### src/rtl/uart_tx_periph_pkg.sv
// Shared types and register-map constants for the memory-mapped UART transmitter.
package uart_tx_periph_pkg;

  typedef enum logic [2:0] {
    IDLE   = 3'd0,
    START  = 3'd1,
    DATA   = 3'd2,
    PARITY = 3'd3,
    STOP   = 3'd4
  } uart_state_t;

  localparam logic [3:0] UART_TXDATA = 4'h0;
  localparam logic [3:0] UART_STATUS = 4'h4;
  localparam logic [3:0] UART_BAUD   = 4'h8;
  localparam logic [3:0] UART_CTRL   = 4'hC;

  localparam int STAT_BUSY   = 0;
  localparam int STAT_FULL   = 1;
  localparam int STAT_EMPTY  = 2;
  localparam int STAT_OVF    = 3;
  localparam int STAT_CNT_LO = 4;
  localparam int STAT_CNT_HI = 8;

  localparam int CTRL_IRQ_EN = 0;
  localparam int CTRL_ODD    = 1;

endpackage

### src/rtl/uart_tx_periph_if.sv
// Data-memory bus as seen by the UART peripheral (processor = master).
interface uart_bus_if;
  logic [31:0] addr;
  logic [31:0] wdata;
  logic        wr_en;
  logic        rd_en;
  logic [31:0] rdata;
  logic        sel;

  modport master (output addr, wdata, wr_en, rd_en, input rdata, sel);
  modport slave  (input addr, wdata, wr_en, rd_en, output rdata, sel);
endinterface

### src/rtl/uart_tx_periph_sync_fifo.sv
// Single-clock FIFO; a push into a full FIFO is accepted only when a pop happens at the same edge.
module sync_fifo #(
  parameter int WIDTH = 8,
  parameter int DEPTH = 4
) (
  input  logic                     clk,
  input  logic                     reset,
  input  logic                     push,
  input  logic [WIDTH-1:0]         din,
  input  logic                     pop,
  output logic [WIDTH-1:0]         dout,
  output logic                     full,
  output logic                     empty,
  output logic [$clog2(DEPTH):0]   count
);

  localparam int AW = $clog2(DEPTH);
  localparam int CW = AW + 1;

  logic [WIDTH-1:0] mem [DEPTH];
  logic [AW-1:0]    wr_ptr;
  logic [AW-1:0]    rd_ptr;
  logic             do_push;
  logic             do_pop;

  assign empty   = (count == '0);
  assign full    = (count == CW'(DEPTH));
  assign do_pop  = pop && !empty;
  assign do_push = push && (!full || do_pop);
  assign dout    = mem[rd_ptr];

  always_ff @(posedge clk) begin
    if (do_push) mem[wr_ptr] <= din;
  end

  // Pointers wrap naturally because DEPTH is a power of two.
  always_ff @(posedge clk or negedge reset) begin
    if (!reset) begin
      wr_ptr <= '0;
      rd_ptr <= '0;
      count  <= '0;
    end else begin
      if (do_push) wr_ptr <= wr_ptr + 1'b1;
      if (do_pop)  rd_ptr <= rd_ptr + 1'b1;
      case ({do_push, do_pop})
        2'b10:   count <= count + 1'b1;
        2'b01:   count <= count - 1'b1;
        default: count <= count;
      endcase
    end
  end

endmodule

### src/rtl/uart_tx_periph.sv
// Memory-mapped 8N1 UART transmitter with TX FIFO and combinational register reads.
// Optional parity frame bit is enabled by defining UART_PARITY_EN.
module uart_tx_periph
  import uart_tx_periph_pkg::*;
#(
  parameter int          DEPTH     = 4,
  parameter logic [31:0] BASE_ADDR = 32'h8000_0000,
  parameter logic [15:0] DIV_RESET = 16'd868
) (
  input  logic       clk,
  input  logic       reset,
  uart_bus_if.slave  bus,
  output logic       tx,
  output logic       irq
);

  localparam int CNT_W = $clog2(DEPTH) + 1;

  function automatic logic [15:0] div_sat(input logic [15:0] v);
    return (v == 16'd0) ? 16'd1 : v;
  endfunction

  uart_state_t      state;
  uart_state_t      state_nxt;
  logic [3:0]       offset;
  logic             wr_hit;
  logic             push;
  logic             pop;
  logic             busy;
  logic [15:0]      baud_div;
  logic [15:0]      baud_cnt;
  logic [2:0]       bit_cnt;
  logic             bit_done;
  logic [7:0]       shift;
  logic             irq_en;
  logic             ovf;
  logic [7:0]       fifo_dout;
  logic             fifo_full;
  logic             fifo_empty;
  logic [CNT_W-1:0] fifo_count;
  logic [4:0]       count5;
  logic             unused_bits;
`ifdef UART_PARITY_EN
  logic             odd_par;
  logic             par;
`endif

  assign offset      = {bus.addr[3:2], 2'b00};
  assign bus.sel     = (bus.addr[31:4] == BASE_ADDR[31:4]);
  assign wr_hit      = bus.sel & bus.wr_en;
  assign push        = wr_hit && (offset == UART_TXDATA);
  assign bit_done    = (baud_cnt == 16'd0);
  assign count5      = 5'(fifo_count);
  assign irq         = fifo_empty && (state == IDLE) && irq_en;
  assign unused_bits = ^{bus.wdata[31:16], bus.addr[1:0]};

  sync_fifo #(.WIDTH(8), .DEPTH(DEPTH)) u_fifo (
    .clk   (clk),
    .reset (reset),
    .push  (push),
    .din   (bus.wdata[7:0]),
    .pop   (pop),
    .dout  (fifo_dout),
    .full  (fifo_full),
    .empty (fifo_empty),
    .count (fifo_count)
  );

  // Register writes; a dropped push sets overflow, write-1 to STATUS[3] clears it.
  always_ff @(posedge clk or negedge reset) begin
    if (!reset) begin
      baud_div <= DIV_RESET;
      irq_en   <= 1'b0;
      ovf      <= 1'b0;
`ifdef UART_PARITY_EN
      odd_par  <= 1'b0;
`endif
    end else begin
      if (wr_hit && offset == UART_BAUD) baud_div <= div_sat(bus.wdata[15:0]);
      if (wr_hit && offset == UART_CTRL) begin
        irq_en  <= bus.wdata[CTRL_IRQ_EN];
`ifdef UART_PARITY_EN
        odd_par <= bus.wdata[CTRL_ODD];
`endif
      end
      if (push && fifo_full && !pop)
        ovf <= 1'b1;
      else if (wr_hit && offset == UART_STATUS && bus.wdata[STAT_OVF])
        ovf <= 1'b0;
    end
  end

  always_ff @(posedge clk or negedge reset) begin
    if (!reset) state <= IDLE;
    else        state <= state_nxt;
  end

  always_comb begin
    state_nxt = state;
    case (state)
      IDLE:   if (!fifo_empty) state_nxt = START;
      START:  if (bit_done) state_nxt = DATA;
      DATA:   if (bit_done && bit_cnt == 3'd7) begin
`ifdef UART_PARITY_EN
                state_nxt = PARITY;
`else
                state_nxt = STOP;
`endif
              end
`ifdef UART_PARITY_EN
      PARITY: if (bit_done) state_nxt = STOP;
`endif
      STOP:   if (bit_done) state_nxt = IDLE;
      default: state_nxt = IDLE;
    endcase
  end

  always_comb begin
    tx   = 1'b1;
    pop  = 1'b0;
    busy = (state != IDLE);
    case (state)
      IDLE:   pop = !fifo_empty;
      START:  tx  = 1'b0;
      DATA:   tx  = shift[0];
`ifdef UART_PARITY_EN
      PARITY: tx  = par ^ odd_par;
`endif
      default: tx = 1'b1;
    endcase
  end

  // Baud/bit counters reload from the live BAUD_DIV at every bit boundary.
  always_ff @(posedge clk or negedge reset) begin
    if (!reset) begin
      baud_cnt <= 16'd0;
      bit_cnt  <= 3'd0;
    end else if (state == IDLE) begin
      if (pop) begin
        baud_cnt <= baud_div - 16'd1;
        bit_cnt  <= 3'd0;
      end
    end else if (bit_done) begin
      baud_cnt <= baud_div - 16'd1;
      if (state == DATA) bit_cnt <= bit_cnt + 3'd1;
    end else begin
      baud_cnt <= baud_cnt - 16'd1;
    end
  end

  always_ff @(posedge clk) begin
    if (state == IDLE && pop) begin
      shift <= fifo_dout;
`ifdef UART_PARITY_EN
      par   <= ^fifo_dout;
`endif
    end else if (state == DATA && bit_done) begin
      shift <= {1'b0, shift[7:1]};
    end
  end

  always_comb begin
    bus.rdata = 32'd0;
    if (bus.sel && bus.rd_en) begin
      case (offset)
        UART_STATUS: begin
          bus.rdata[STAT_BUSY]               = busy;
          bus.rdata[STAT_FULL]               = fifo_full;
          bus.rdata[STAT_EMPTY]              = fifo_empty;
          bus.rdata[STAT_OVF]                = ovf;
          bus.rdata[STAT_CNT_HI:STAT_CNT_LO] = count5;
        end
        UART_BAUD: bus.rdata[15:0] = baud_div;
        UART_CTRL: begin
          bus.rdata[CTRL_IRQ_EN] = irq_en;
`ifdef UART_PARITY_EN
          bus.rdata[CTRL_ODD]    = odd_par;
`endif
        end
        default: bus.rdata = 32'd0;
      endcase
    end
  end

endmodule
### src/flat_wrapper.sv
// flat-port wrapper written by rule: the top's interface ports become plain ports
module uart_tx_periph_flat import uart_tx_periph_pkg::*;
#(
  parameter int          DEPTH     = 4,
  parameter logic [31:0] BASE_ADDR = 32'h8000_0000,
  parameter logic [15:0] DIV_RESET = 16'd868
)
  (clk, reset, tx, irq, bus_addr, bus_wdata, bus_wr_en, bus_rd_en, bus_rdata, bus_sel);
  uart_bus_if bus_i ();
  input  logic clk;
  input  logic reset;
  output logic tx;
  output logic irq;
  input wire logic [$bits(bus_i.addr)-1:0] bus_addr;
  input wire logic [$bits(bus_i.wdata)-1:0] bus_wdata;
  input wire logic [$bits(bus_i.wr_en)-1:0] bus_wr_en;
  input wire logic [$bits(bus_i.rd_en)-1:0] bus_rd_en;
  output wire logic [$bits(bus_i.rdata)-1:0] bus_rdata;
  output wire logic [$bits(bus_i.sel)-1:0] bus_sel;
  assign bus_i.addr = bus_addr;
  assign bus_i.wdata = bus_wdata;
  assign bus_i.wr_en = bus_wr_en;
  assign bus_i.rd_en = bus_rd_en;
  assign bus_rdata = bus_i.rdata;
  assign bus_sel = bus_i.sel;
  uart_tx_periph #(.DEPTH(DEPTH), .BASE_ADDR(BASE_ADDR), .DIV_RESET(DIV_RESET)) u_core (.clk(clk), .reset(reset), .bus(bus_i), .tx(tx), .irq(irq));
endmodule
### config.mk
export PLATFORM = sky130hd
export DESIGN_NAME = uart_tx_periph_flat
export DESIGN_NICKNAME = d
export VERILOG_FILES = /design/src/rtl/uart_tx_periph_pkg.sv /design/src/rtl/uart_tx_periph_if.sv /design/src/rtl/uart_tx_periph_sync_fifo.sv /design/src/rtl/uart_tx_periph.sv /design/src/flat_wrapper.sv
export SDC_FILE = /design/constraint.sdc
export NUM_CORES = 1
export LEC_CHECK = 0
export ABC_AREA = 1
export ABC_CLOCK_PERIOD_IN_PS = 2300
export BUFFER_PORTS_ARGS = -buffer_cell sky130_fd_sc_hd__buf_2
export CAP_MARGIN = 5
export CORE_UTILIZATION = 38
export DETAILED_ROUTE_END_ITERATION = 12
export PLACE_DENSITY = 0.6
export SYNTH_ARGS = -nofsm -noshare
export SYNTH_HDL_FRONTEND = slang
export SYNTH_SLANG_ARGS = --single-unit
### constraint.sdc
create_clock -name clk -period 2.3 [get_ports clk]
set_input_delay 0.115 -clock clk [delete_from_list [all_inputs] [get_ports clk]]
set_output_delay 0.115 -clock clk [all_outputs]
set_load 0.05 [all_outputs]
Word-level counts from Yosys, hierarchy flattened

Memory sizes are Yosys's and may differ from the RTL's.
Cells that the tools add are included.

Flip-flop bits (word level): 55
Memory bits (writable): 32
Bits of input ports: 68
Output and inout port bits: 35
Logic and storage cells: 93
Memories: 1

Add/sub/neg operators: 7
Equal/unequal tests: 16
Muxes and demuxes: 26
Bitwise operators: 1
Reductions and logical operators: 32

Memory list:

| memory            | depth | bits a word | rd ports | clocked after Yosys merged registers in | wr ports | line                           | RTL |
|---|---|---|---|---|---|---|---|
| u_core.u_fifo.mem | 4     | 8           | 1        | 0                                       | 1        | uart_tx_periph_sync_fifo.sv:20 | `logic [WIDTH-1:0] mem [DEPTH];` |

Operator list:

| operator                                               | count |
|---|---|
| two-way mux 16 bit                                     | 5 |
| logical NOT 16 bit                                     | 2 |
| subtractor 16 x 1 -> 16 bit (second input constant)    | 2 |
| == test 28 bit (second input constant)                 | 1 |
| two-way mux 3 bit                                      | 8 |
| two-way mux 8 bit                                      | 2 |
| case mux 8 bit (2 select lines)                        | 1 |
| logical AND 1 bit                                      | 15 |
| case mux 3 bit (4 select lines)                        | 1 |
| nonzero test 2 bit                                     | 5 |
| == test 3 bit (second input constant)                  | 3 |
| inequality test 2 x 1 -> 1 bit (second input constant) | 4 |
| two-way mux 7 bit                                      | 1 |
| adder 3 x 1 -> 3 bit (second input constant)           | 2 |
| == test 2 bit (second input constant)                  | 3 |
| logical NOT 3 bit                                      | 2 |
| case mux 3 bit (2 select lines)                        | 1 |
| two-way mux 1 bit                                      | 5 |
| adder 2 x 1 -> 2 bit (second input constant)           | 2 |
| == test 2 x 1 -> 1 bit (second input constant)         | 2 |
| logical NOT 4 bit                                      | 1 |
| AND reduction 4 bit                                    | 1 |
| == test 3 x 1 -> 1 bit (second input constant)         | 1 |
| == test 3 x 2 -> 1 bit (second input constant)         | 1 |
| other kinds (9)                                        | 11 |

Depth between registers and ports, before layout

Word-level depth: 8
Mapped depth: 14
Depth with buffers taken out: 14

Modules after synthesis

Synthesis repeated with hierarchy kept, for this count alone.

Cells, all modules: 703
Area, all modules: 5422.7 um^2

By module, submodules not included:

| module         | times used | cells each | area an instance (um^2) |
|---|---|---|---|
| uart_tx_periph | 1          | 555        | 3707.3 |
| sync_fifo      | 1          | 148        | 1715.4 |

Worst setup path before layout

OpenSTA, ideal clock, no wires.

Path type: input to output
Start point: input bus_addr[11]
End point: output bus_rdata[0]
Arrival time: 1.940 ns
Required time: 2.185 ns
Slack: 0.245 ns
Stages: 7
Path buffers: 0
Path through: nor2_1 -> nand2_1 -> nor2_1 -> nand2_1 -> nor2_4 -> nand2_1 -> nor3_1

Longest elaborated chain between the ends: 3

Ends and longest elaborated chain:

| item               | line                  | RTL |
|---|---|---|
| start: declaration | flat_wrapper.sv:14    | `input wire logic [$bits(bus_i.addr)-1:0] bus_addr;` |
| == test 28 bit     | uart_tx_periph.sv:49  | `assign bus.sel = (bus.addr[31:4] == BASE_ADDR[31:4]);` |
| named net bus_sel  | flat_wrapper.sv:19    | `output wire logic [$bits(bus_i.sel)-1:0] bus_sel;` |
| logical AND 1 bit  | uart_tx_periph.sv:164 | `if (bus.sel && bus.rd_en) begin` |
| two-way mux 16 bit | uart_tx_periph.sv:164 |  |
| end: declaration   | flat_wrapper.sv:18    | `output wire logic [$bits(bus_i.rdata)-1:0] bus_rdata;` |

The timed path passes the listed nets, and every way through them passes these cells.

Worst setup path after layout

Start point: register u_core.state[2]
End point: output irq

Longest elaborated chain between the ends: 3

Ends and longest elaborated chain:

| item                            | line                 | RTL |
|---|---|---|
| start: declaration              | uart_tx_periph.sv:23 | `uart_state_t state;` |
| start signal: assignment        | uart_tx_periph.sv:95 | `else state <= state_nxt;` |
| logical NOT 3 bit               | uart_tx_periph.sv:54 | `assign irq = fifo_empty && (state == IDLE) && irq_en;` |
| logical AND 1 bit (2 in series) | uart_tx_periph.sv:54 |  |
| end: declaration                | flat_wrapper.sv:13   | `output logic irq;` |

Every way passes these cells.

==> flow_summary.html <==
<table>
<tr><th>Metric</th><th>Value</th></tr>
<tr><th colspan="2">Timing</th></tr>
<tr><td>Final-report setup violation count</td><td>0</td></tr>
<tr><td>Clock skew</td><td>0.009479 ns</td></tr>
<tr><td>Setup TNS</td><td>0 ns</td></tr>
<tr><td>Final Max Slew Viols</td><td>0</td></tr>
<tr><td>Fin crit share</td><td>0.9249</td></tr>
<tr><td>Achievable clock frequency</td><td>0.4701 GHz</td></tr>
<tr><td>Final hold violation count</td><td>0</td></tr>
<tr><td>Headroom to the max-slew limit</td><td>0.5848</td></tr>
<tr><td>Setup repair after global routing missed its margin</td><td>false</td></tr>
<tr><td>Transition time of the tightest slew-check pin</td><td>0.6228 ns</td></tr>
<tr><td>Crit path time final</td><td>2.127 ns</td></tr>
<tr><th colspan="2">CTS</th></tr>
<tr><td>CTS Root Buffer Type</td><td>clkbuf_16</td></tr>
<tr><td>TritonCTS clock tree</td><td>done</td></tr>
<tr><td>Total number of clock tree sinks</td><td>87</td></tr>
<tr><td>Post-CTS Hold Fix Bufs</td><td>2</td></tr>
<tr><td>Number of buffers inserted to repair setup after CTS</td><td>0</td></tr>
<tr><td>Total clock buffers created by CTS</td><td>9</td></tr>
<tr><td>Clock edge transition at the registers on the reported setup and hold paths</td><td>0.07 ns</td></tr>
<tr><td>H-Tree Level Count</td><td>3</td></tr>
<tr><td>Number of buffers on the longest clock path</td><td>2</td></tr>
<tr><td>Count of cells resized by post-cts repair</td><td>0</td></tr>
<tr><td>Clk Latency, worst-skew pair</td><td>0.35 ns</td></tr>
<tr><th colspan="2">Die</th></tr>
<tr><td>Row cnt</td><td>41</td></tr>
<tr><td>Core Region</td><td>12,770 um^2</td></tr>
<tr><td>Top-level I/O count</td><td>103</td></tr>
<tr><td>Die W</td><td>116.9 um</td></tr>
<tr><td>Initial core utilization</td><td>0.3929</td></tr>
<tr><td>Vertical die dimension</td><td>116.9 um</td></tr>
<tr><td>Full die area</td><td>13,670 um^2</td></tr>
<tr><th colspan="2">GRT</th></tr>
<tr><td>Number of antenna violations at the first check in global routing</td><td>0</td></tr>
<tr><td>Wire length of the first global-routing pass</td><td>18.33 mm</td></tr>
<tr><td>Vias in the first global route</td><td>3,877</td></tr>
<tr><td>Overflow after GRT</td><td>0</td></tr>
<tr><td>Largest net degree at the start of global routing</td><td>48</td></tr>
<tr><td>Total GRT Usage</td><td>0.1765</td></tr>
<tr><th colspan="2">Status</th></tr>
<tr><td>Run status</td><td>finished, final reports clean</td></tr>
<tr><th colspan="2">Yosys</th></tr>
<tr><td>Number of instances in the synthesized netlist</td><td>597</td></tr>
<tr><td>Synthesized cell area</td><td>5019 um^2</td></tr>
<tr><td>Mean area per synthesized cell</td><td>8.406 um^2</td></tr>
<tr><td>Yosys cell types</td><td>48</td></tr>
<tr><td>Portion of synthesized cell area occupied by the leading cell type</td><td>0.2393</td></tr>
<tr><td>YS warnings</td><td>0</td></tr>
<tr><td>Part of the Yosys area used for sequential elements</td><td>0.4749</td></tr>
<tr><td>Cell taking the most area after synthesis</td><td>edfxtp_1</td></tr>
<tr><td>Largest cells by area after synthesis</td><td>edfxtp_1 24%, dfrtp_1 21%, nor2_1 8.6%</td></tr>
<tr><td>Synthesized flop and latch total</td><td>87</td></tr>
<tr><th colspan="2">Worst setup path</th></tr>
<tr><td>Cell class contributing the biggest share of worst-path delay</td><td>simple AND/OR/NAND/NOR gates</td></tr>
<tr><td>Data arrival at the endpoint of the critical path</td><td>2.01 ns</td></tr>
<tr><td>Critical Setup Path Class</td><td>reg -&gt; out</td></tr>
<tr><td>Critical Path Sink Type</td><td>output port</td></tr>
<tr><td>Critical path, cell by cell</td><td>nor2_2, nand2_2, nor2_4, clkinv_1, nor2_1, buf_2</td></tr>
<tr><td>Required time of the worst setup path</td><td>2.18 ns</td></tr>
<tr><td>Worst R2R Setup Slack</td><td>0.24 ns</td></tr>
<tr><td>Critical Path Max Stage Delay</td><td>0.42 ns</td></tr>
<tr><td>Cell with the largest stage delay on the worst path</td><td>dfrtp_1</td></tr>
<tr><td>Peak fanout along the critical path</td><td>7</td></tr>
<tr><td>Critical Path Source Type</td><td>flip-flop</td></tr>
<tr><td>Buffers plus inverters on the worst setup path</td><td>2</td></tr>
<tr><th colspan="2">Detailed routing</th></tr>
<tr><td>Number of detailed-route iterations in the first pass</td><td>4</td></tr>
<tr><td>Number of design-rule violations left by the first detailed-router iteration</td><td>215</td></tr>
<tr><td>Number of DRC violations after detailed routing</td><td>0</td></tr>
<tr><td>Vias per cell</td><td>4.765</td></tr>
<tr><td>Wirelength per Cell</td><td>13.21 um</td></tr>
<tr><td>Total wire length after detailed routing</td><td>11.26 mm</td></tr>
<tr><td>Count of vias placed by the detailed router</td><td>4,060</td></tr>
<tr><td>Residual antenna-violating net count after detailed routing</td><td>0</td></tr>
<tr><th colspan="2">Placement</th></tr>
<tr><td>Dpl cell area</td><td>5494 um^2</td></tr>
<tr><td>Routability Congestion</td><td>0.8153</td></tr>
<tr><td>Quantity of I/O buffers inserted on ports</td><td>68</td></tr>
<tr><td>DP HPWL</td><td>8.323 mm</td></tr>
<tr><th colspan="2">Final layout</th></tr>
<tr><td>Fill cells</td><td>1,243</td></tr>
<tr><td>Number of nets in the finished design</td><td>758</td></tr>
<tr><td>Reg area</td><td>2384 um^2</td></tr>
<tr><td>Fraction of final layout cells sized beyond drive strength 1</td><td>0.2132</td></tr>
<tr><td>Number of antenna diodes</td><td>0</td></tr>
<tr><td>Area of combinational cells with multiple inputs</td><td>2181 um^2</td></tr>
<tr><td>Final instance area</td><td>5812 um^2</td></tr>
<tr><td>Area Growth Syn to Fin</td><td>15.81%</td></tr>
<tr><th colspan="2">Pwr</th></tr>
<tr><td>Total chip power</td><td>3.267 mW</td></tr>
<tr><td>Largest voltage drop on the vdd net</td><td>0.3767 mV</td></tr>
<tr><td>Cell area power density</td><td>562.1 nW/um^2</td></tr>
<tr><td>Lkg Pwr</td><td>2.639 nW</td></tr>
<tr><th colspan="2">Min path</th></tr>
<tr><td>Worst Hold Class</td><td>in -&gt; reg</td></tr>
<tr><th colspan="2">Flow run</th></tr>
<tr><td>Count of maximum capacitance violations</td><td>0</td></tr>
</table>
## sequential cells by signal (all words and copies together) (netlist names)
signal and cells:
u_core.baud_cnt 16, u_core.baud_div 16, u_core.bit_cnt 3, u_core.irq_en 1, u_core.ovf 1, u_core.shift 8, u_core.state 3, u_core.u_fifo.count 3
u_core.u_fifo.mem 32, u_core.u_fifo.rd_ptr 2, u_core.u_fifo.wr_ptr 2
## cells in the final DEF (no fill, tap or decap), types with 2 or more instances in the layout
master and n:
inv_6 3, o21ai_2 5, nor3_2 2, nor2_4 6
o21ai_1 3, dfstp_2 5, xor2_1 14, dfrtp_1 42
inv_2 7, nand4_1 8, inv_1 66, a31oi_1 10
buf_2 68, inv_8 2, nand2_1 99, ha_1 14
buf_4 11, a21oi_1 15, nor2_1 115, o21ai_0 41
o221ai_1 3, nand3_2 3, clkbuf_16 9, dlygate4sd3_1 2
nand3_1 26, o31ai_1 4, conb_1 16, edfxtp_1 40
nand2_2 11, nor3_1 3, o211ai_1 2, nor2_2 7
## final cells by class
cell class / instances / area share
clock inverter: 7 / 0.01249
tap: 172 / 0.03703
multi-input combinational: 420 / 0.3752
clock buffer: 9 / 0.03875
inverter: 76 / 0.05016
timing repair buffer: 81 / 0.07621
sequential: 87 / 0.4101
## per-stage QoR
step / util / hold slack [ns] / setup WS (ns) / std cells
after floorplan: - / -0.1806 / 0.2448 / 612
after global placement: 0.4301 / 0.2637 / 0.3657 / 834
after detailed placement: 0.4301 / 0.2691 / 0.3054 / 834
after CTS: 0.4550 / 0.01587 / 0.1570 / 852
after global routing: 0.4550 / 0.02647 / 0.05931 / 852
final: 0.4550 / 0.02167 / 0.1726 / 852
## where the power goes
part	leakage (nW)	total [mW]	switching (mW)	internal, mW
Sequential	0.922	1.62	0.000000259	1.62
Combinational	1.57	0.176	0.128	0.0481
Clock	0.144	1.47	0.698	0.769
Total	2.64	3.27	0.826	2.44
## cells in the mapped netlist (all sizes together)
| library cell | count |
|---|---|
| xor2 | 14 |
| o31ai | 4 |
| edfxtp | 40 |
| xnor2 | 1 |
| mux2i | 1 |
| and2 | 1 |
| inv | 73 |
| ha | 14 |
| clkinv | 3 |
| buf | 25 |
| nand2 | 110 |
| o22ai | 1 |
| nor3 | 5 |
| fa | 1 |
| a31oi | 10 |
| o21ai | 49 |
| nor2 | 128 |
| nand4 | 8 |
| clkbuf | 4 |
| o21bai | 1 |
| dfstp | 5 |
| dfrtp | 42 |
| a21oi | 15 |
| a22o | 1 |
| or2 | 1 |
| a41oi | 1 |
| nor4 | 1 |
| o311ai | 2 |
| o211ai | 2 |
| nand3 | 29 |
| conb | 1 |
| o221ai | 4 |
## per-layer routing
layer / vias to the layer above / GRT usage / part of all wire
li1: 2066 / - / -
met1: 1887 / 0.2378 / 0.47
met2: 98 / 0.2836 / 0.48
met3: 9 / 0.03090 / 0.039
met4: 0 / 0.06920 / 0.011
met5: - / 0 / 0
## cell families after synthesis
family | Yosys count | share of synthesized area
and+or+nand+nor | 283 | 0.2486
buffers and inverters | 105 | 0.1017
AOI/OAI and AO/OA | 90 | 0.1070
DFF | 87 | 0.4749
adders and majority gates | 15 | 0.03889
xor gates and xnor gates | 15 | 0.02618
other | 1 | 0.0007472
muxes | 1 | 0.001995
## worst reg2reg max path: stages, from the launching register on
cell,delay [ns]
dfrtp_1,0.36
inv_1,0.15
ha_1,0.22
nand3_1,0.10
nor3_2,0.35
nand2_1,0.20
nand2_1,0.34
## path summary, 6_finish.rpt
kind                                       end  depth (start not counted)           startpoint
min                         u_core.baud_div[9]                          3         bus_wdata[9]
max in group asynchronous   u_core.baud_div[0]                          3                reset
max                                        irq                          6      u_core.state[2]
min in group asynchronous  u_core.baud_cnt[13]                          3                reset
max reg2reg                    u_core.shift[5]                          6   u_core.baud_cnt[0]
min reg2reg                u_core.baud_div[14]                          2  u_core.baud_div[14]
No activity file was read; power rests on OpenSTA's default activity.
